===== src/rtl/rgb2raw.sv =====
// RGB to Bayer RAW re-mosaic, fixed 2-cycle latency, Bayer order latched during vsync.
// Optional per-frame line/pixel statistics when RGB2RAW_STAT_EN is defined.
module rgb2raw #(
  parameter int unsigned DATA_W  = 8,
  parameter logic [1:0]  PATTERN = 2'd0
) (
  input  logic              clk,
  input  logic              resetn,
  input  logic              hdmi_hs,
  input  logic              hdmi_vs,
  input  logic              hdmi_de,
  input  logic [DATA_W-1:0] hdmi_r,
  input  logic [DATA_W-1:0] hdmi_g,
  input  logic [DATA_W-1:0] hdmi_b,
  input  logic [1:0]        bayer_pat,
  output logic              raw_hs_o,
  output logic              raw_vs_o,
  output logic              raw_de_o,
  output logic [DATA_W-1:0] raw_data_o
`ifdef RGB2RAW_STAT_EN
  ,
  output logic [15:0]       frame_lines_o,
  output logic [23:0]       frame_pix_o,
  output logic              frame_done_o
`endif
);

  typedef enum logic [1:0] {
    PH_R  = 2'b00,
    PH_G0 = 2'b01,
    PH_G1 = 2'b10,
    PH_B  = 2'b11
  } phase_e;

  logic              hs1_q, vs1_q, de1_q;
  logic [DATA_W-1:0] r1_q, g1_q, b1_q;
  phase_e            ph1_q, ph1_d;

  logic [15:0]       row_q, row_d;
  logic              col_q, col_d;
  logic [1:0]        pat_q, pat_d;

  logic              hs2_q, vs2_q, de2_q;
  logic [DATA_W-1:0] data2_q, data2_d;

  always_comb begin
    row_d = row_q;
    if (hdmi_vs) begin
      row_d = '0;
    end else if (de1_q && !hdmi_de) begin
      row_d = row_q + 16'd1;
    end

    col_d = hdmi_de ? ~col_q : 1'b0;
    pat_d = hdmi_vs ? bayer_pat : pat_q;

    // Phase is resolved against the pixel now on the inputs and carried alongside it.
    ph1_d = phase_e'(pat_q ^ {row_q[0], col_q});

    data2_d = '0;
    if (de1_q) begin
      case (ph1_q)
        PH_R:    data2_d = r1_q;
        PH_B:    data2_d = b1_q;
        default: data2_d = g1_q;
      endcase
    end
  end

  always_ff @(posedge clk or negedge resetn) begin
    if (!resetn) begin
      hs1_q   <= 1'b0;
      vs1_q   <= 1'b0;
      de1_q   <= 1'b0;
      r1_q    <= '0;
      g1_q    <= '0;
      b1_q    <= '0;
      ph1_q   <= PH_R;
      row_q   <= '0;
      col_q   <= 1'b0;
      pat_q   <= PATTERN;
      hs2_q   <= 1'b0;
      vs2_q   <= 1'b0;
      de2_q   <= 1'b0;
      data2_q <= '0;
    end else begin
      hs1_q   <= hdmi_hs;
      vs1_q   <= hdmi_vs;
      de1_q   <= hdmi_de;
      r1_q    <= hdmi_r;
      g1_q    <= hdmi_g;
      b1_q    <= hdmi_b;
      ph1_q   <= ph1_d;
      row_q   <= row_d;
      col_q   <= col_d;
      pat_q   <= pat_d;
      hs2_q   <= hs1_q;
      vs2_q   <= vs1_q;
      de2_q   <= de1_q;
      data2_q <= data2_d;
    end
  end

  assign raw_hs_o   = hs2_q;
  assign raw_vs_o   = vs2_q;
  assign raw_de_o   = de2_q;
  assign raw_data_o = data2_q;

`ifdef RGB2RAW_STAT_EN
  logic [23:0] pix_q, pix_d;
  logic [15:0] lines_q, lines_d;
  logic [23:0] fpix_q, fpix_d;
  logic        done_q, done_d;
  logic        vs_rise;

  always_comb begin
    vs_rise = hdmi_vs & ~vs1_q;

    pix_d = pix_q;
    if (hdmi_vs) begin
      pix_d = '0;
    end else if (hdmi_de && (pix_q != '1)) begin
      pix_d = pix_q + 24'd1;
    end

    lines_d = vs_rise ? row_q : lines_q;
    fpix_d  = vs_rise ? pix_q : fpix_q;
    done_d  = vs_rise;
  end

  always_ff @(posedge clk or negedge resetn) begin
    if (!resetn) begin
      pix_q   <= '0;
      lines_q <= '0;
      fpix_q  <= '0;
      done_q  <= 1'b0;
    end else begin
      pix_q   <= pix_d;
      lines_q <= lines_d;
      fpix_q  <= fpix_d;
      done_q  <= done_d;
    end
  end

  assign frame_lines_o = lines_q;
  assign frame_pix_o   = fpix_q;
  assign frame_done_o  = done_q;
`endif

endmodule


===== config.mk =====
export PLATFORM = sky130hd
export DESIGN_NAME = rgb2raw
export DESIGN_NICKNAME = d
export VERILOG_FILES = /design/src/rtl/rgb2raw.sv
export SDC_FILE = /design/constraint.sdc
export NUM_CORES = 1
export LEC_CHECK = 0
export ABC_CLOCK_PERIOD_IN_PS = 1300
export CAP_MARGIN = 30
export CORE_AREA = 2 2 49 69
export CTS_BUF_LIST = sky130_fd_sc_hd__clkbuf_8
export DETAILED_ROUTE_END_ITERATION = 6
export DIE_AREA = 0 0 51 71
export MAX_ROUTING_LAYER = met4
export PLACE_DENSITY = 0.78
export SLEW_MARGIN = 20
export SYNTH_ARGS = -nofsm -noshare
export SYNTH_HDL_FRONTEND = slang
export SYNTH_SLANG_ARGS = --single-unit

===== constraint.sdc =====
create_clock -name clk -period 1.3 [get_ports clk]
set_clock_uncertainty 0.05 [all_clocks]
set_input_delay 0.26 -clock clk [delete_from_list [all_inputs] [get_ports clk]]
set_output_delay 0.26 -clock clk [all_outputs]
set_load 0.05 [all_outputs]

== After elaboration in Yosys (flattened, before gate mapping) ==
Cells that the tools add are included.

* Register bits after elaboration: 59
* Input port bits: 31
* Output and inout port bits: 11
* Word-level logic and storage cells: 27

* Add/sub/neg operators: 1
* Equal/unequal tests: 1
* Mux-type cells: 5
* Bitwise logic cells: 2
* Reduce and logical (&&, ||, !) cells: 4

{| class="wikitable"
|+ Operator list
! cell !! number
|-
| two-way mux 16 bit || 2
|-
| adder 16 x 1 -> 16 bit (second input constant) || 1
|-
| one-hot mux 8 bit (2 select lines) || 1
|-
| two-way mux 8 bit || 1
|-
| == test 2 bit (second input constant) || 1
|-
| zero test 2 bit || 1
|-
| nonzero test 2 bit || 1
|-
| bitwise XOR 2 bit || 1
|-
| logical AND 1 bit || 1
|-
| zero test 1 bit || 1
|-
| two-way mux 1 bit || 1
|-
| inverter 1 bit || 1
|}

== Logic depth before layout (Yosys ltp) ==
Gate-level depths: netlist of the first run.

* Depth after elaboration: 4
* Gate-level depth with buffers: 6
* Mapped depth without buffers: 5

== Least setup slack after synthesis of the first run ==
OpenSTA, ideal clock, no wires.

* Path kind: register to register
* Start point: reg ph1_q[0]
* End point: reg data2_q[0] (netlist: raw_data_o[0])
* Setup time: 0.127 ns
* Arrival time: 1.050 ns
* Data required time: 1.123 ns
* Setup slack: 0.073 ns
* Stages on the path, launching flop included: 6
* Buffers on the path: 1
* Clock period less this slack: 1.227 ns
* Path through: dfrtp_1 -> inv_1 -> ha_1 -> buf_4 -> a221oi_1 -> nor2_1

* Cells in the longest elaborated chain, start to end: 3
* Elaborated cells between the ends (all ways): 4
* Classes of those cells: 1 x eq/ne; 2 x mux; 1 x reduce/logical

{| class="wikitable"
|+ RTL lines
! what !! RTL line !! RTL
|-
| start, declared || 37 || <nowiki>phase_e ph1_q, ph1_d;</nowiki>
|-
| start signal, assigned || 93 || <nowiki>ph1_q <= ph1_d;</nowiki>
|-
| == test 2 bit / zero test 2 bit (equally long branches) || 62 || <nowiki>case (ph1_q)</nowiki>
|-
| one-hot mux 8 bit (2 select lines) (*) || 62 ||
|-
| two-way mux 8 bit (*) || 61 || <nowiki>if (de1_q) begin</nowiki>
|-
| named net data2_d[0] || 44 || <nowiki>logic [DATA_W-1:0] data2_q, data2_d;</nowiki>
|-
| end signal, assigned || 100 || <nowiki>data2_q <= data2_d;</nowiki>
|-
| end, declared || 44 ||
|}

Mark *: on every way through the listed nets, which the timed path passes. The rest lies on a longest branch.
A chain may end at the register's enable or synchronous reset.

== Final worst setup path of the first run ==
* Start point: reg ph1_q[0]
* End point: reg data2_q[6] (netlist: raw_data_o[6])

Same word-level chain as after synthesis.

==> results.yml, run 1 <==
routing:
  drt_wl_total_mm: 2.210
  viasPerCell: 4.632
  vias: 792
  wl_per_cell_um: 12.92
  drc_errors: 0
  ant_nets: 0
  drtIter0Drc: 21
  dr.pass1.iters: 4
synthesis:
  synthCells: 84
  synth_compound_area_share_pct: 8.509
  syn_area_per_cell_um2: 16.28
  synth_area_um2: 1368
  async_reset_ff_share_pct: 100.0
  syn_nets: 117
  synth_area_leaders: "dfrtp_1 81%, a221oi_1 4.5%, o21ai_0 2.9%"
  synth.distinct_cells: 14
  yosysMostFrequentCell: "dfrtp_1"
  synthMuxAreaShare_pct: 1.647
  ys_ff_latch: 44
  synth_top_area_share_pct: 80.51
  synth_warnings: 0
  synth_top_family_by_area: "compound AO/OA/AOI/OAI gates"
  synthAdderAreaFrac_pct: 1.830
  synth_largest_area_cell: "dfrtp_1"
  yosys.area_share.xor_xnor_pct: 1.921
  synth-seq-area-share_pct: 80.51
  ys.flop_type: "dfrtp_1"
  synthTopCellsByCount: "44 x dfrtp_1, 9 x nor2_1, 8 x o21ai_0, 7 x a221oi_1, 3 x inv_1"
  synth-simple-area-share_pct: 3.477
  synth-edff-count: 0
clock_tree:
  cts_root_buffer: "clkbuf_8"
  clock_latency_ns: 0.29
  cts_htree_levels: 2
  clk_pin_slew_ns: 0.07
  cts_tree: "built"
  clockBufferDepth: 2
  numCtsBuffers: 5
  clkSinkCount: 44
worst_hold_path:
  hold_path.class: "flip-flop to flip-flop"
  hold_path_depth: 0
final_layout:
  antennaDiodeCount: 0
  finalNonFillerCells: 171
  area_growth_pct: 49.95
  register_area_um2: 1101
  nets: 164
  fillers: 199
  stdcell_area_um2: 2051
  drive_above_1_share_pct: 18.18
  multi_input_area_um2: 254.0
grt:
  grt_usage_pct: 15.12
  top_usage_layer: "met2"
  grt-ovfl-total: 0
  met3_usage_pct: 5.274
  antenna_found_initial: 0
  grt_util_met1_pct: 15.99
  grt_pass1_vias: 829
  grt_max_degree: 45
  met2_usage_pct: 24.39
  grt_pass1_wl_mm: 3.698
worst_setup_path:
  path_buf_inv: 2
  path_class: "flip-flop to flip-flop"
  crit_family: "flip-flops"
  worst-path-stages: 5
  critPathSlowestCell: "dfrtp_1"
  max_stage_delay_ns: 0.35
  endpoint_kind: "flip-flop"
  required_ns: 1.42
  worstSetupStartpointType: "flip-flop"
  cp_cell_sequence: "inv_1, ha_4, inv_1, o21ai_2, nor2_1"
  r2r.worst_path.cells: 5
  crit_arrival_ns: 1.41
  crit_top_cell: "inv_1"
  crit_fanout: 9
pwr:
  total_power_mw: 3.224
  power_density_nw_per_um2: 1572
  cellLeakagePower_nw: 0.9143
  peakVddDrop_mv: 1.020
status:
  status: "complete, no violations"
place:
  dp.final_hpwl_mm: 1.682
  globalplace.congestion: 0.7924
  placed_area_um2: 1934
  dp_cells: 162
  port_buffers: 41
floorplan:
  rows: 24
  die_w_um: 51
  dieArea_um2: 3621
  start_util_pct: 45.09
  ios: 42
  coreArea_um2: 3033
  die_y_um: 71
timing:
  setup_viol: 0
  maxSlewHeadroom_pct: 78.59
  slew_violations: 0
  period_share_pct: 99.76
  finalHoldViolCount: 0
  worst_slew_pin_slew_ns: 0.3211
  layout_min_cycle_time_ns: 1.297
  fmax_mhz: 771.1
  rsz0062_at_grt: "yes"
job:
  drv_cap: 0
## metal layers
metal  vias to the layer above  part of all wire (%)
met2                        26                    56
met4                         0                   2.4
li1                        377                     -
met1                       383                    35
met5                         -                     0
met3                         6                   6.2
## layout make-up
class | count | share of cell area (%)
clock inverter | 2 | 0.3661
tap | 39 | 2.379
sequential | 44 | 53.69
clock buffer | 6 | 4.027
timing repair buffer | 43 | 26.60
inverter | 3 | 0.5491
multi-input combinational | 34 | 12.39
## path summary, 6_finish.rpt
kind | start | to | slack [ns]
worst min register to register | vs1_q | raw_vs_o | 0.30
min in group asynchronous | resetn | b1_q[4] | 0.41
max in group asynchronous | resetn | g1_q[5] | 0.58
worst min-delay path | vs1_q | raw_vs_o | 0.30
worst max register to register | ph1_q[0] | raw_data_o[6] | 0.003
worst max-delay path | ph1_q[0] | raw_data_o[6] | 0.003
## through the flow
stage	setup TNS (ns)	hold slack, ns	utilization (%)	setup WS, ns
2_1_floorplan	0	-0.08559	-	0.07287
3_3_place_gp	-0.7657	0.1902	63.78	-0.1190
3_5_place_dp	-0.9500	0.1963	63.78	-0.1431
4_1_cts	0	0.3019	67.49	0.01185
5_1_grt	-0.5126	0.3089	67.62	-0.07451
6_report	0	0.3004	67.62	0.003144
## report_power, final
group	internal (mW)	leakage, nW	total (mW)	switching [mW]
logic	0.429	0.335	0.841	0.413
clock network	0.416	0.0538	0.810	0.393
registers	1.49	0.526	1.57	0.0812
total	2.34	0.914	3.22	0.887
## cells in the final DEF (no fill, tap or decap), drive strengths merged
master	count
a221oi	8
and2b	1
buf	13
clkbuf	6
clkdlybuf4s50	29
dfrtp	44
dlygate4sd3	1
ha	2
inv	5
mux2	2
nor2	9
nor2b	1
o21ai	8
xnor2	1
xor2	2
## state kept, by name, indices dropped and copies added, names as in the netlist, 2 cells and up
| register | cells |
|---|---|
| ph1_q | 2 |
| b1_q | 8 |
| r1_q | 8 |
| raw_data_o | 8 |
| g1_q | 8 |
| pat_q | 2 |
## logic make-up after synthesis
family / Yosys count
flip-flops: 44
buffers and inverters: 6
adder cells (fa/ha/maj): 2
AND/OR/NAND/NOR: 11
AO/OA/AOI/OAI: 16
XOR/XNOR: 3
multiplexers: 2
## timing repair
item | CTS | global route
resized for setup | 3 | 6
endpoints found under the setup margin | 8 | 8
pin swaps | 0 | 0
hold buffers | 1 | 0
setup buffers | 0 | 0
hold endpoints to repair | 44 | 0
gates cloned | 0 | 0
Note: power is estimated with default switching activity, not from simulation.
==> run 2, diff against run 1 <==
Settings changed: SKIP_CTS_REPAIR_TIMING set to 1.
==> run 2 against run 1 <==
Net effect: the run now ends with setup timing left; cell area fell by 0.18%; critical path depth did not move; register-to-register slack barely moved; sequential power barely moved; cell count did not move; critical path type unchanged; largest cell class unchanged; largest power group unchanged.
==> results.yml, run 2 (synthesis gave the netlist of run 1 again) <==
final_layout:
  final_core_util_pct: 67.49
  layout_common_cells: "44 x dfrtp_1, 29 x clkdlybuf4s50_1, 12 x buf_12, 9 x nor2_1, 7 x a221oi_1"
  fillers: 199
  antennaDiodeCount: 0
  nets: 164
  stdcell_area_um2: 2047
  area_growth_pct: 49.68
  drive_above_1_share_pct: 17.42
  layout_commonest_cell: "dfrtp_1"
clock_tree:
  clk_pin_slew_ns: 0.07
  numCtsBuffers: 5
  clockBufferDepth: 2
  clock_latency_ns: 0.29
  cts_tree: "built"
  cts_htree_levels: 2
  cts_root_buffer: "clkbuf_8"
  clkSinkCount: 44
worst_setup_path:
  worstSetupStartpointType: "flip-flop"
  endpoint_kind: "flip-flop"
  crit_fanout: 9
  r2r_start: "ph1_q[0]"
  crit_arrival_ns: 1.42
  startpoint: "ph1_q[0]"
  required_ns: 1.41
  path_class: "flip-flop to flip-flop"
timing:
  final.setup.tns_ns: -0.0009857
  finalHoldViolCount: 0
  rsz0062_at_grt: "yes"
  setup_viol: 1
  period_share_pct: 100.1
  layout_min_cycle_time_ns: 1.301
  maxSlewHeadroom_pct: 78.67
  setup_ws_ns: -0.0009857
  slew_violations: 0
  fmax_mhz: 768.6
  hold_slack_ns: 0.3005
  worst_slew_pin_slew_ns: 0.3199
floorplan:
  start_util_pct: 45.09
  die_y_um: 71
  die_w_um: 51
  coreArea_um2: 3033
  dieArea_um2: 3621
  ios: 42
  rows: 24
routing:
  vias: 791
  viasPerCell: 4.626
  dr.pass1.iters: 3
  drc_errors: 0
  wl_per_cell_um: 12.89
  drt_wl_total_mm: 2.204
  ant_nets: 0
  drtIter0Drc: 23
job:
  drv_cap: 0
place:
  port_buffers: 41
  placed_area_um2: 1934
  globalplace.congestion: 0.7924
  dp.final_hpwl_mm: 1.682
status:
  violations: "setup timing"
  status: "finished, violations left"
worst_hold_path:
  hold_path.class: "flip-flop to flip-flop"
  min_from: "vs1_q"
grt:
  antenna_found_initial: 0
  grt-ovfl-total: 0
  grt_pass1_wl_mm: 3.698
  grt_pass1_vias: 821
  grt_usage_pct: 15.12
  grt_max_degree: 45
pwr:
  peakVddDrop_mv: 1.021
  power_density_nw_per_um2: 1574
  cellLeakagePower_nw: 0.9133
  total_power_mw: 3.221
## run 2: worst paths after layout
path	endpoint	slack, ns	depth (start not counted)
max	raw_data_o[6]	-0.001	5
min	raw_vs_o	0.30	0
max reg2reg	raw_data_o[6]	-0.001	5
min reg2reg	raw_vs_o	0.30	0
max in group asynchronous	g1_q[5]	0.58	3
min in group asynchronous	b1_q[4]	0.41	3
## run 2: where the power goes
part	switching [mW]	internal [mW]
combinational	0.410	0.428
sequential	0.0816	1.49
clock	0.393	0.417
## run 2: worst max-delay path: stages, from the launching register on
cell,delay (ns)
dfrtp_1,0.35
inv_1,0.07
ha_4,0.32
inv_1,0.13
o21ai_1,0.19
nor2_1,0.06
## run 2: metrics by stage
step | cells | setup WS, ns
after floorplan | 84 | 0.07287
after global placement | 162 | -0.1190
after detailed placement | 162 | -0.1431
after CTS | 170 | -0.2342
after global routing | 171 | -0.09538
final | 171 | -0.0009857
## run 2: final cells by class
cell class	instances	area [um^2]	share of cell area (%)
clock inverter	2	7.507	0.3667
timing repair buffer	43	545.5	26.65
multi-input combinational	34	250.2	12.22
sequential	44	1101	53.79
clock buffer	6	82.58	4.034
tap	39	48.80	2.384
inverter	3	11.26	0.5501
## run 2: per-layer routing
metal  vias up  wire [um]  global-route usage [%]
met2        26       1243                   24.39
met4         0         54                   8.108
met3         6        136                   5.274
li1        377          -                       -
met5         -          0                       -
met1       382        769                   15.99
